### src/rtl/multicycle_ctrl_pkg.sv
// ---------------------------------------------------------------------------
// multicycle_ctrl_pkg
//   Shared definitions for the multicycle MIPS-subset controller and its
//   datapath: FSM state encoding, opcode/funct values, ALU and mux select
//   codes, and a small R-type decode helper.
//   The optional exception state S_EXC exists only when OVERFLOW_EXC_EN is
//   defined.
// ---------------------------------------------------------------------------
package multicycle_ctrl_pkg;

  typedef enum logic [4:0] {
    S_RST,
    S_FETCH,
    S_WAIT,
    S_IR,
    S_DECODE,
    S_EXEC_R,
    S_WB_R,
    S_EXEC_I,
    S_WB_I,
    S_MEM_ADDR,
    S_LW_RD,
    S_LW_WAIT,
    S_LW_MDR,
    S_LW_WB,
    S_SW,
    S_BRANCH,
    S_JUMP,
    S_ILLEGAL
`ifdef OVERFLOW_EXC_EN
    , S_EXC
`endif
  } state_t;

  // Opcodes (IR[31:26])
  localparam logic [5:0] OP_RTYPE = 6'd0;
  localparam logic [5:0] OP_J     = 6'd2;
  localparam logic [5:0] OP_BEQ   = 6'd4;
  localparam logic [5:0] OP_BNE   = 6'd5;
  localparam logic [5:0] OP_ADDI  = 6'd8;
  localparam logic [5:0] OP_ADDIU = 6'd9;
  localparam logic [5:0] OP_LW    = 6'd35;
  localparam logic [5:0] OP_SW    = 6'd43;

  // R-type funct codes (IR[5:0])
  localparam logic [5:0] FN_ADD = 6'd32;
  localparam logic [5:0] FN_SUB = 6'd34;
  localparam logic [5:0] FN_AND = 6'd36;

  // ALU operation codes
  localparam logic [2:0] ALU_PASS = 3'b000;
  localparam logic [2:0] ALU_ADD  = 3'b001;
  localparam logic [2:0] ALU_SUB  = 3'b010;
  localparam logic [2:0] ALU_AND  = 3'b011;

  // Register destination select
  localparam logic [2:0] REGDST_RT = 3'd0;
  localparam logic [2:0] REGDST_RD = 3'd1;

  // Writeback source select
  localparam logic [3:0] M2R_ALUOUT = 4'd0;
  localparam logic [3:0] M2R_MDR    = 4'd1;

  // ALU operand A select
  localparam logic [1:0] SRCA_PC = 2'd0;
  localparam logic [1:0] SRCA_A  = 2'd1;

  // ALU operand B select
  localparam logic [1:0] SRCB_B      = 2'd0;
  localparam logic [1:0] SRCB_FOUR   = 2'd1;
  localparam logic [1:0] SRCB_IMM    = 2'd2;
  localparam logic [1:0] SRCB_IMM_SH = 2'd3;

  // PC source select (exception vector code is a module parameter)
  localparam logic [1:0] PCSRC_ALU    = 2'd0;
  localparam logic [1:0] PCSRC_ALUOUT = 2'd1;
  localparam logic [1:0] PCSRC_JUMP   = 2'd2;

  function automatic logic rtype_supported(input logic [5:0] funct);
    return (funct == FN_ADD) || (funct == FN_SUB) || (funct == FN_AND);
  endfunction

  function automatic logic [2:0] rtype_alu_op(input logic [5:0] funct);
    logic [2:0] op;
    case (funct)
      FN_ADD:  op = ALU_ADD;
      FN_SUB:  op = ALU_SUB;
      FN_AND:  op = ALU_AND;
      default: op = ALU_PASS;
    endcase
    return op;
  endfunction

endpackage

### src/rtl/multicycle_ctrl_wait_counter.sv
// ---------------------------------------------------------------------------
// wait_counter
//   Loadable down-counter used to stretch memory reads by a fixed number of
//   wait cycles. o_done is high in the last cycle of the wait window.
// Ports
//   i_clk       clock
//   i_reset_n   synchronous active-low reset (count cleared)
//   i_load      load i_load_val (takes priority over i_dec)
//   i_dec       decrement by one while non-zero
//   i_load_val  value loaded on i_load
//   o_done      count is at or below one
// ---------------------------------------------------------------------------
module wait_counter #(
  parameter int unsigned  MAX_COUNT = 2,
  localparam int unsigned CW        = (MAX_COUNT > 0) ? $clog2(MAX_COUNT + 1) : 1
) (
  input  logic          i_clk,
  input  logic          i_reset_n,
  input  logic          i_load,
  input  logic          i_dec,
  input  logic [CW-1:0] i_load_val,
  output logic          o_done
);

  logic [CW-1:0] r_count;

  always_ff @(posedge i_clk) begin
    if (!i_reset_n) begin
      r_count <= '0;
    end else if (i_load) begin
      r_count <= i_load_val;
    end else if (i_dec && (r_count != '0)) begin
      r_count <= r_count - CW'(1);
    end
  end

  assign o_done = (r_count <= CW'(1));

endmodule

### src/rtl/multicycle_ctrl.sv
// ---------------------------------------------------------------------------
// multicycle_ctrl
//   Multicycle MIPS-subset control FSM. Sequences fetch / wait / decode /
//   execute / writeback for R-type (add, sub, and), addi/addiu, lw/sw,
//   beq/bne and j, with MEM_WAIT wait cycles after every memory read and an
//   illegal-instruction path.
//   Optional feature macro: OVERFLOW_EXC_EN -- arithmetic overflow in
//   add/sub/addi and illegal instructions divert to an exception state that
//   loads EPC and jumps to the exception vector.
// Parameters
//   MEM_WAIT        memory read latency in cycles (0..15)
//   ALU_SEL_W       width of seletor_ALU
//   EXC_VECTOR_SEL  seletor_PCSrc code for the exception vector
// Ports
//   clk, reset                   clock, synchronous active-low reset
//   overflow,NG,zero,EQ,GT,LT    ALU flags
//   OPCODE, FUNCT                IR fields
//   PC_write .. EPC_write        datapath write enables
//   seletor_*                    datapath mux / ALU selects
//   reset_out                    datapath reset pulse
// ---------------------------------------------------------------------------
module multicycle_ctrl
  import multicycle_ctrl_pkg::*;
#(
  parameter int unsigned MEM_WAIT       = 2,
  parameter int unsigned ALU_SEL_W      = 3,
  parameter logic [1:0]  EXC_VECTOR_SEL = 2'd3
) (
  input  logic                 clk,
  input  logic                 reset,
  input  logic                 overflow,
  input  logic                 NG,
  input  logic                 zero,
  input  logic                 EQ,
  input  logic                 GT,
  input  logic                 LT,
  input  logic [5:0]           OPCODE,
  input  logic [5:0]           FUNCT,
  output logic                 PC_write,
  output logic                 PC_write_cond,
  output logic                 MEM_write,
  output logic                 IR_write,
  output logic                 RB_write,
  output logic                 AB_write,
  output logic                 ALUOut_write,
  output logic                 MDR_write,
  output logic                 EPC_write,
  output logic [ALU_SEL_W-1:0] seletor_ALU,
  output logic [2:0]           seletor_RegDst,
  output logic [3:0]           seletor_memToReg,
  output logic [1:0]           seletor_aluScrA,
  output logic [1:0]           seletor_aluScrB,
  output logic [1:0]           seletor_PCSrc,
  output logic                 reset_out
);

  localparam int unsigned CW = (MEM_WAIT > 0) ? $clog2(MEM_WAIT + 1) : 1;

  state_t r_state;
  state_t w_next;
  logic   w_wait_done;
  logic   w_wait_load;
  logic   w_wait_dec;
  logic   w_branch_taken;
  logic   w_unused_inputs;

`ifdef OVERFLOW_EXC_EN
  assign w_unused_inputs = &{1'b0, NG, zero, GT, LT};
`else
  assign w_unused_inputs = &{1'b0, NG, zero, GT, LT, overflow, EXC_VECTOR_SEL};
`endif

  // The counter is armed in the read-issuing state and counts down in the
  // following wait state, so WAIT lasts exactly MEM_WAIT cycles.
  assign w_wait_load = (r_state == S_FETCH) || (r_state == S_LW_RD);
  assign w_wait_dec  = (r_state == S_WAIT)  || (r_state == S_LW_WAIT);

  wait_counter #(
    .MAX_COUNT (MEM_WAIT)
  ) u_wait_counter (
    .i_clk      (clk),
    .i_reset_n  (reset),
    .i_load     (w_wait_load),
    .i_dec      (w_wait_dec),
    .i_load_val (CW'(MEM_WAIT)),
    .o_done     (w_wait_done)
  );

  // OPCODE comes from the IR, which is stable from the IR state until the
  // next fetch, so the branch sense can be resolved here from EQ.
  assign w_branch_taken = ((OPCODE == OP_BEQ) &&  EQ) ||
                          ((OPCODE == OP_BNE) && !EQ);

  always_ff @(posedge clk) begin
    if (!reset) begin
      r_state <= S_RST;
    end else begin
      r_state <= w_next;
    end
  end

  always_comb begin
    w_next = r_state;
    case (r_state)
      S_RST:   w_next = S_FETCH;
      S_FETCH: w_next = (MEM_WAIT > 0) ? S_WAIT : S_IR;
      S_WAIT:  if (w_wait_done) w_next = S_IR;
      S_IR:    w_next = S_DECODE;
      S_DECODE: begin
        case (OPCODE)
          OP_RTYPE:         w_next = rtype_supported(FUNCT) ? S_EXEC_R : S_ILLEGAL;
          OP_ADDI,
          OP_ADDIU:         w_next = S_EXEC_I;
          OP_LW, OP_SW:     w_next = S_MEM_ADDR;
          OP_BEQ, OP_BNE:   w_next = S_BRANCH;
          OP_J:             w_next = S_JUMP;
          default:          w_next = S_ILLEGAL;
        endcase
      end
      S_EXEC_R: begin
        w_next = S_WB_R;
`ifdef OVERFLOW_EXC_EN
        if (overflow && ((FUNCT == FN_ADD) || (FUNCT == FN_SUB))) w_next = S_EXC;
`endif
      end
      S_EXEC_I: begin
        w_next = S_WB_I;
`ifdef OVERFLOW_EXC_EN
        if (overflow && (OPCODE == OP_ADDI)) w_next = S_EXC;
`endif
      end
      S_MEM_ADDR: w_next = (OPCODE == OP_LW) ? S_LW_RD : S_SW;
      S_LW_RD:    w_next = (MEM_WAIT > 0) ? S_LW_WAIT : S_LW_MDR;
      S_LW_WAIT:  if (w_wait_done) w_next = S_LW_MDR;
      S_LW_MDR:   w_next = S_LW_WB;
`ifdef OVERFLOW_EXC_EN
      S_ILLEGAL:  w_next = S_EXC;
      S_EXC:      w_next = S_FETCH;
`else
      S_ILLEGAL:  w_next = S_FETCH;
`endif
      S_WB_R, S_WB_I, S_LW_WB, S_SW, S_BRANCH, S_JUMP: w_next = S_FETCH;
      default:    w_next = S_RST;
    endcase
  end

  always_comb begin
    PC_write         = 1'b0;
    PC_write_cond    = 1'b0;
    MEM_write        = 1'b0;
    IR_write         = 1'b0;
    RB_write         = 1'b0;
    AB_write         = 1'b0;
    ALUOut_write     = 1'b0;
    MDR_write        = 1'b0;
    EPC_write        = 1'b0;
    seletor_ALU      = '0;
    seletor_RegDst   = '0;
    seletor_memToReg = '0;
    seletor_aluScrA  = '0;
    seletor_aluScrB  = '0;
    seletor_PCSrc    = '0;
    reset_out        = 1'b0;
    case (r_state)
      S_RST: reset_out = 1'b1;
      S_FETCH: begin
        seletor_aluScrA = SRCA_PC;
        seletor_aluScrB = SRCB_FOUR;
        seletor_ALU     = ALU_SEL_W'(ALU_ADD);
        seletor_PCSrc   = PCSRC_ALU;
        PC_write        = 1'b1;
      end
      S_IR: IR_write = 1'b1;
      S_DECODE: begin
        AB_write        = 1'b1;
        seletor_aluScrA = SRCA_PC;
        seletor_aluScrB = SRCB_IMM_SH;
        seletor_ALU     = ALU_SEL_W'(ALU_ADD);
        ALUOut_write    = 1'b1;
      end
      S_EXEC_R: begin
        seletor_aluScrA = SRCA_A;
        seletor_aluScrB = SRCB_B;
        seletor_ALU     = ALU_SEL_W'(rtype_alu_op(FUNCT));
        ALUOut_write    = 1'b1;
      end
      S_WB_R: begin
        seletor_RegDst   = REGDST_RD;
        seletor_memToReg = M2R_ALUOUT;
        RB_write         = 1'b1;
      end
      S_EXEC_I, S_MEM_ADDR: begin
        seletor_aluScrA = SRCA_A;
        seletor_aluScrB = SRCB_IMM;
        seletor_ALU     = ALU_SEL_W'(ALU_ADD);
        ALUOut_write    = 1'b1;
      end
      S_WB_I: begin
        seletor_RegDst   = REGDST_RT;
        seletor_memToReg = M2R_ALUOUT;
        RB_write         = 1'b1;
      end
      S_LW_MDR: MDR_write = 1'b1;
      S_LW_WB: begin
        seletor_RegDst   = REGDST_RT;
        seletor_memToReg = M2R_MDR;
        RB_write         = 1'b1;
      end
      S_SW: MEM_write = 1'b1;
      S_BRANCH: begin
        seletor_aluScrA = SRCA_A;
        seletor_aluScrB = SRCB_B;
        seletor_ALU     = ALU_SEL_W'(ALU_SUB);
        seletor_PCSrc   = PCSRC_ALUOUT;
        PC_write_cond   = w_branch_taken;
      end
      S_JUMP: begin
        seletor_PCSrc = PCSRC_JUMP;
        PC_write      = 1'b1;
      end
`ifdef OVERFLOW_EXC_EN
      S_EXC: begin
        EPC_write     = 1'b1;
        seletor_PCSrc = EXC_VECTOR_SEL;
        PC_write      = 1'b1;
      end
`endif
      default: ;
    endcase
  end

endmodule

### config.mk
export PLATFORM = sky130hd
export DESIGN_NAME = multicycle_ctrl
export DESIGN_NICKNAME = d
export VERILOG_FILES = /design/src/rtl/multicycle_ctrl_pkg.sv /design/src/rtl/multicycle_ctrl_wait_counter.sv /design/src/rtl/multicycle_ctrl.sv
export SDC_FILE = /design/constraint.sdc
export NUM_CORES = 1
export LEC_CHECK = 0
export ABC_AREA = 1
export CORE_MARGIN = 2
export CORE_UTILIZATION = 35
export DETAILED_ROUTE_END_ITERATION = 7
export PLACE_DENSITY = 0.75
export SYNTH_ARGS = -nofsm -noshare
export SYNTH_HDL_FRONTEND = slang
export SYNTH_SLANG_ARGS = --single-unit
### constraint.sdc
create_clock -name clk -period 1.5 [get_ports clk]
set_clock_uncertainty 0.05 [all_clocks]
set_input_delay 0.45 -clock clk [delete_from_list [all_inputs] [get_ports clk]]
set_output_delay 0.45 -clock clk [all_outputs]
set_load 0.01 [all_outputs]
# [Word level (Yosys, flattened, before mapping)]
# Index checks and enable logic that the tools add are counted.
# W data, S select, Z words.
[word_totals] reg_bits=7 mem_bits_rw=0 output_inout_bits=26 input_bits=20 mem_bits_ro=0 n_memories=0 latchBits=0
[op_classes] magnitude_cmp=1 n_shift=0 add_sub_neg=1 div=0 n_reduce_logical=25 multipliers=0 eq_ne=29 mux=24 bitwise_logic=1
[op_table] operator="$pmux W5 S11" count=1
[op_table] operator="$eq A5 B4 Y1 const B" count=8
[op_table] operator="$eq A6 B6 Y1 const B" count=5
[op_table] operator="$pmux W5 S5" count=1
[op_table] operator="$eq A5 B3 Y1 const B" count=4
[op_table] operator="$pmux W2 S3" count=3
[op_table] operator="$mux W5" count=3
[op_table] operator="$eq A6 B3 Y1 const B" count=2
[op_table] operator="$eq A6 B4 Y1 const B" count=2
[op_table] operator="$mux W1" count=12
[op_table] operator="$reduce_or A2 Y1" count=6
[op_table] operator="$reduce_or A4 Y1" count=3
[op_table] operator="$eq A5 B2 Y1 const B" count=2
[op_table] operator="$eq A5 B5 Y1 const B" count=2
[op_table] operator="$reduce_or A8 Y1" count=1
[op_table] operator="$eq A6 B2 Y1 const B" count=1
[op_table] operator="$logic_not A6 Y1" count=1
[op_table] operator="$eq A5 B1 Y1 const B" count=1
[op_table] operator="$logic_not A5 Y1" count=1
[op_table] operator="$logic_or A1 B1 Y1" count=5
[op_table] operator="$mux W2" count=2
[op_table] operator="$ne A2 B1 Y1 const B" count=2
[op_table] operator="$pmux W2 S2" count=1
[op_table] operator="$reduce_bool A2 Y1" count=2
[op_table] operator="other kinds (8)" count=10

# [Depth between registers and ports, before layout]
[logic_depth] ltp_word=6 mapped_depth=9 mapped_depth_nobuf=9

# [Modules after synthesis]
# From an unflattened synthesis, not the netlist that was laid out.
[unflattened] hier_cells=161 area_unflattened_um2=877.1
[by_module_without_submodules] mod="multicycle_ctrl" cells_each=135 instances=1 seq_area_each_um2=100.1 area_per_inst_um2=721.9
[by_module_without_submodules] mod="wait_counter" cells_each=26 instances=1 seq_area_each_um2=40.0 area_per_inst_um2=155.1

# [Worst setup path before layout]
# OpenSTA, ideal clock, no wires.
[synth_timing] kind="input to output" from="input OPCODE[5]" to="output PC_write_cond" stages=5 path_buffers=0 t_arrival_ps=1174 slack_ps=-174 cell_sequence="nor2_1 -> inv_1 -> nor2_1 -> nand3_1 -> nor4_1"
[synth_between] elab_chain_len=4 elab_cells_between_ends=6 cone_classes="eq/ne: 2; mux: 1; reduce/logical: 3"
[synth_lines] item="start: declaration" line="multicycle_ctrl.sv:37" rtl="input logic [5:0] OPCODE,"
[synth_lines] item="$eq A6 B3 Y1, on equally long branches" line="multicycle_ctrl.sv:91, multicycle_ctrl.sv:92"
[synth_lines] item="$logic_and A1 B1 Y1, on equally long branches" line="multicycle_ctrl.sv:91, multicycle_ctrl.sv:92"
[synth_lines] item="$logic_or A1 B1 Y1 (*)" line="multicycle_ctrl.sv:91" rtl="assign w_branch_taken = ((OPCODE == OP_BEQ) && EQ) ||"
[synth_lines] item="$mux W1 (*)" line="multicycle_ctrl.sv:164" rtl="case (r_state)"
[synth_lines] item="end: declaration" line="multicycle_ctrl.sv:40" rtl="output logic PC_write_cond,"
# Mark *: on every way between the ends. The rest lies on a longest branch, timed or not.

# [Final worst setup path]
[layout_timing] from="register r_state[4]" to="output seletor_aluScrB[0]"
[layout_between] elab_chain_len=3 elab_cells_between_ends=6 cone_classes="eq/ne: 4; mux: 1; reduce/logical: 1"
[layout_lines] item="start: declaration" line="multicycle_ctrl.sv:59" rtl="state_t r_state;"
[layout_lines] item="start signal: assignment" line="multicycle_ctrl.sv:98" rtl="r_state <= w_next;"
[layout_lines] item="$eq A5 B3 Y1 or $eq A5 B4 Y1 (tied branches)" line="multicycle_ctrl.sv:164"
[layout_lines] item="$reduce_or A2 Y1"
[layout_lines] item="$pmux W2 S3 (*)" line="multicycle_ctrl.sv:164"
[layout_lines] item="end: declaration" line="multicycle_ctrl.sv:52" rtl="output logic [1:0] seletor_aluScrB,"
# Marked as above.

==> run summary <==
Status: finished with violations
Failing checks: negative setup slack
Crit path kind: flop to output port
Gpl congestion: 0.9122
First-pass GRT wire length: 6.072 mm
Worst r2r src: r_state[1]
VDD IR max: 1.048 mV
Number of global-route vias before repair: 1336
H-tree depth: 1
Post-DR wirelength/cell: 16.18 µm
Drt first pass iters: 4
EDFF count, synth: 0
PnR worst setup slack: -0.5030 ns
Max Root-Sink Buffers: 2
DR top layer: met4
Total Wirelength: 4.627 mm
Root Buffer: clkbuf_4
MaxCap Viol Count: 0
Met1 wire length: 1.660 mm
Yosys warns: 0
Critical path origin: r_state[4]
Clock transition at path regs: 0.06 ns
Die extent in x: 54.10 µm
Share of layout cells above drive strength 1: 0.5938
Cell Chain, Critical Path: inv_4, nand3_4, nor2_4, inv_2, buf_4, nand2_1, dlygate4sd2_1
Crit path max-delay family: buffers and inverters
Critical path fanouts, max: 5
Number of distinct library cells after synthesis: 25
Worst r2r dst: r_state[2]
Slowest-stage cell, CP: dfxtp_2
RSZ-0062 raised after global routing: yes
Row Count: 18
IO buf count: 32
DR WL met3: 307 µm
CP Launch Type: flop
Initial Utilization: 0.3611
Seq/Total Area, Yosys: 0.1595
Largest net degree at the start of global routing: 6
Total gr overflow: 0
Vias: 1477
Total track usage: 0.2902
Main area contributors after synthesis: dfxtp_1, nand2_1, inv_1, nor2_1, buf_4
Leakage: 1.082 nW
Critical Path End: seletor_aluScrB[0]
Die area: 2926 µm²
Die H: 54.10 µm
Register-to-register setup slack: -0.25 ns
Cells after Synth: 153
Hold Path Class: flop to flop
Fillcell total: 146
Synth Flop Type: dfxtp_1
Worst R2R Path Depth: 12
Nets: 279
Multi-input gate area: 794.5 µm²
Post-layout util: 0.8092
Final ANT Viol Nets: 0
Fin Setup TNS: -7.268 ns
Register Area: 156.4 µm²
Power Total: 2.123 mW
Max stage delay on crit path: 0.35 ns
Leading area contributor after synthesis: dfxtp_1
Worst Hold Depth: 1
Core ar.: 2432 µm²
Met2 WL post-DR: 2.318 mm
Area Growth Syn to Fin: 124.1%
Initial antenna violation count: 0
Crit path depth: 7
CP arrival: 1.50 ns
Top Ports: 46
CTS tree: built
Latest clock arrival within the worst-skew pair: 0.27 ns
ANT cells: 0
Average size of a mapped cell: 5.741 µm²
Synth top area share: 0.1595
Fraction of registers with async set/reset: 0
Vias per inst: 5.164
Crit. End Element: output port
TritonCTS Buffers: 3
DRC viols: 0
HPWL Detailed: 2.441 mm
Tmin final: 2.003 ns
TritonCTS Sinks: 7
Final period utilization: 1.335
Number of buffers and inverters on the critical path: 4
DRT iter0 DRCs: 86
Pwr/cell area: 1079 nW/µm²
Final slew viol count: 0
Final hold violations: 0
Post-Syn Area: 878.3 µm²
Seq cells post-synth: 7
Data required time of the critical path: 1.00 ns
Final setup vio count: 23
Fmax: 0.4993 GHz
-- worst register-to-register path: cells and delay by family, from the launching register on --
kind                   cells  cell delay (ns)
and+or+nand+nor            8             0.75
buffers and inverters      4             0.53
DFF                        1             0.39
-- cells by family (layout without fill, tap and decap cells) --
kind of cell | count (synthesis) | in the layout | synth area share
flops | 7 | 7 | 0.1595
buf+inv | 41 | 137 | 0.2123
other cells | 1 | 8 | 0.004269
compound gates | 17 | 17 | 0.1068
fa+ha+maj | 2 | 2 | 0.02849
simple gates | 85 | 85 | 0.4886
-- cell usage in the layout (no fill, tap or decap), types with 5 or more instances in the layout --
master	instances
buf_4	55
inv_1	17
nand4_1	6
buf_2	13
nor2_4	13
nand2_2	5
nand3_4	5
inv_2	10
buf_6	15
inv_4	6
o21ai_1	6
nand2_1	20
nand3_1	6
dlygate4sd2_1	10
nor2_1	18
conb_1	8
-- layer usage --
metal,GRT usage,vias to the layer above
met2,0.5427,94
met3,0.04722,36
met4,0.1417,0
met5,0,-
met1,0.3117,677
li1,-,670
-- where the power goes --
group / total (mW) / leakage, nW / internal [mW] / switching (mW)
registers: 0.327 / 0.0605 / 0.252 / 0.0749
clock network: 0.187 / 0.0150 / 0.102 / 0.0847
logic: 1.61 / 1.01 / 0.749 / 0.859
-- Yosys cell counts, types with 2 or more instances --
master and number:
nor2_1 24, nand4_1 6, inv_1 26, dfxtp_1 7, o21ai_1 4, a21oi_1 7, inv_2 6, o21ai_0 3
nand3_1 9, nor2_4 5, nand3_2 3, ha_1 2, nor2_2 6, nand2_1 27, buf_4 8
-- layout make-up --
| type | instances | share of cell area |
|---|---|---|
| Timing Repair Buffer | 100 | 0.4139 |
| Multi-Input combinational cell | 112 | 0.4037 |
| Sequential cell | 7 | 0.07947 |
| Inverter | 33 | 0.07057 |
| Tap cell | 30 | 0.01907 |
| Clock buffer | 4 | 0.01335 |
-- sequential cells by signal (all words and copies together) (netlist names) --
name                    cells
u_wait_counter.r_count      2
r_state                     5
-- stage by stage --
step / area, µm² / setup WS (ns) / hold slack (ns) / cells
after floorplan: 1002 / -0.04666 / 0.3820 / 160
after global placement: 1593 / -1.035 / 0.3920 / 253
after detailed placement: 1593 / -1.090 / 0.4224 / 253
after CTS: 1818 / -0.4501 / 0.4290 / 277
after global routing: 1968 / -0.5218 / 0.4439 / 286
final: 1968 / -0.5030 / 0.4378 / 286
-- worst min path at each step --
stage	startpoint	end	slack [ns]
final	u_wait_counter.r_count[0]	u_wait_counter.r_count[0]	0.44
after global routing	u_wait_counter.r_count[0]	u_wait_counter.r_count[0]	0.44
after CTS	u_wait_counter.r_count[0]	u_wait_counter.r_count[0]	0.43
after detailed placement	u_wait_counter.r_count[0]	u_wait_counter.r_count[0]	0.42
after global placement	u_wait_counter.r_count[0]	u_wait_counter.r_count[0]	0.39
after floorplan	u_wait_counter.r_count[0]	u_wait_counter.r_count[0]	0.38
-- repair_timing --
item                                   4_1_cts  5_1_grt
buffers inserted                            24       10
gates resized for setup                    124       29
setup endpoints to repair                   24       24
pin swaps                                   27       12
endpoints found under the hold margin        0        0
hold buffers                                 0        0
(Power assumes the default switching activity.)
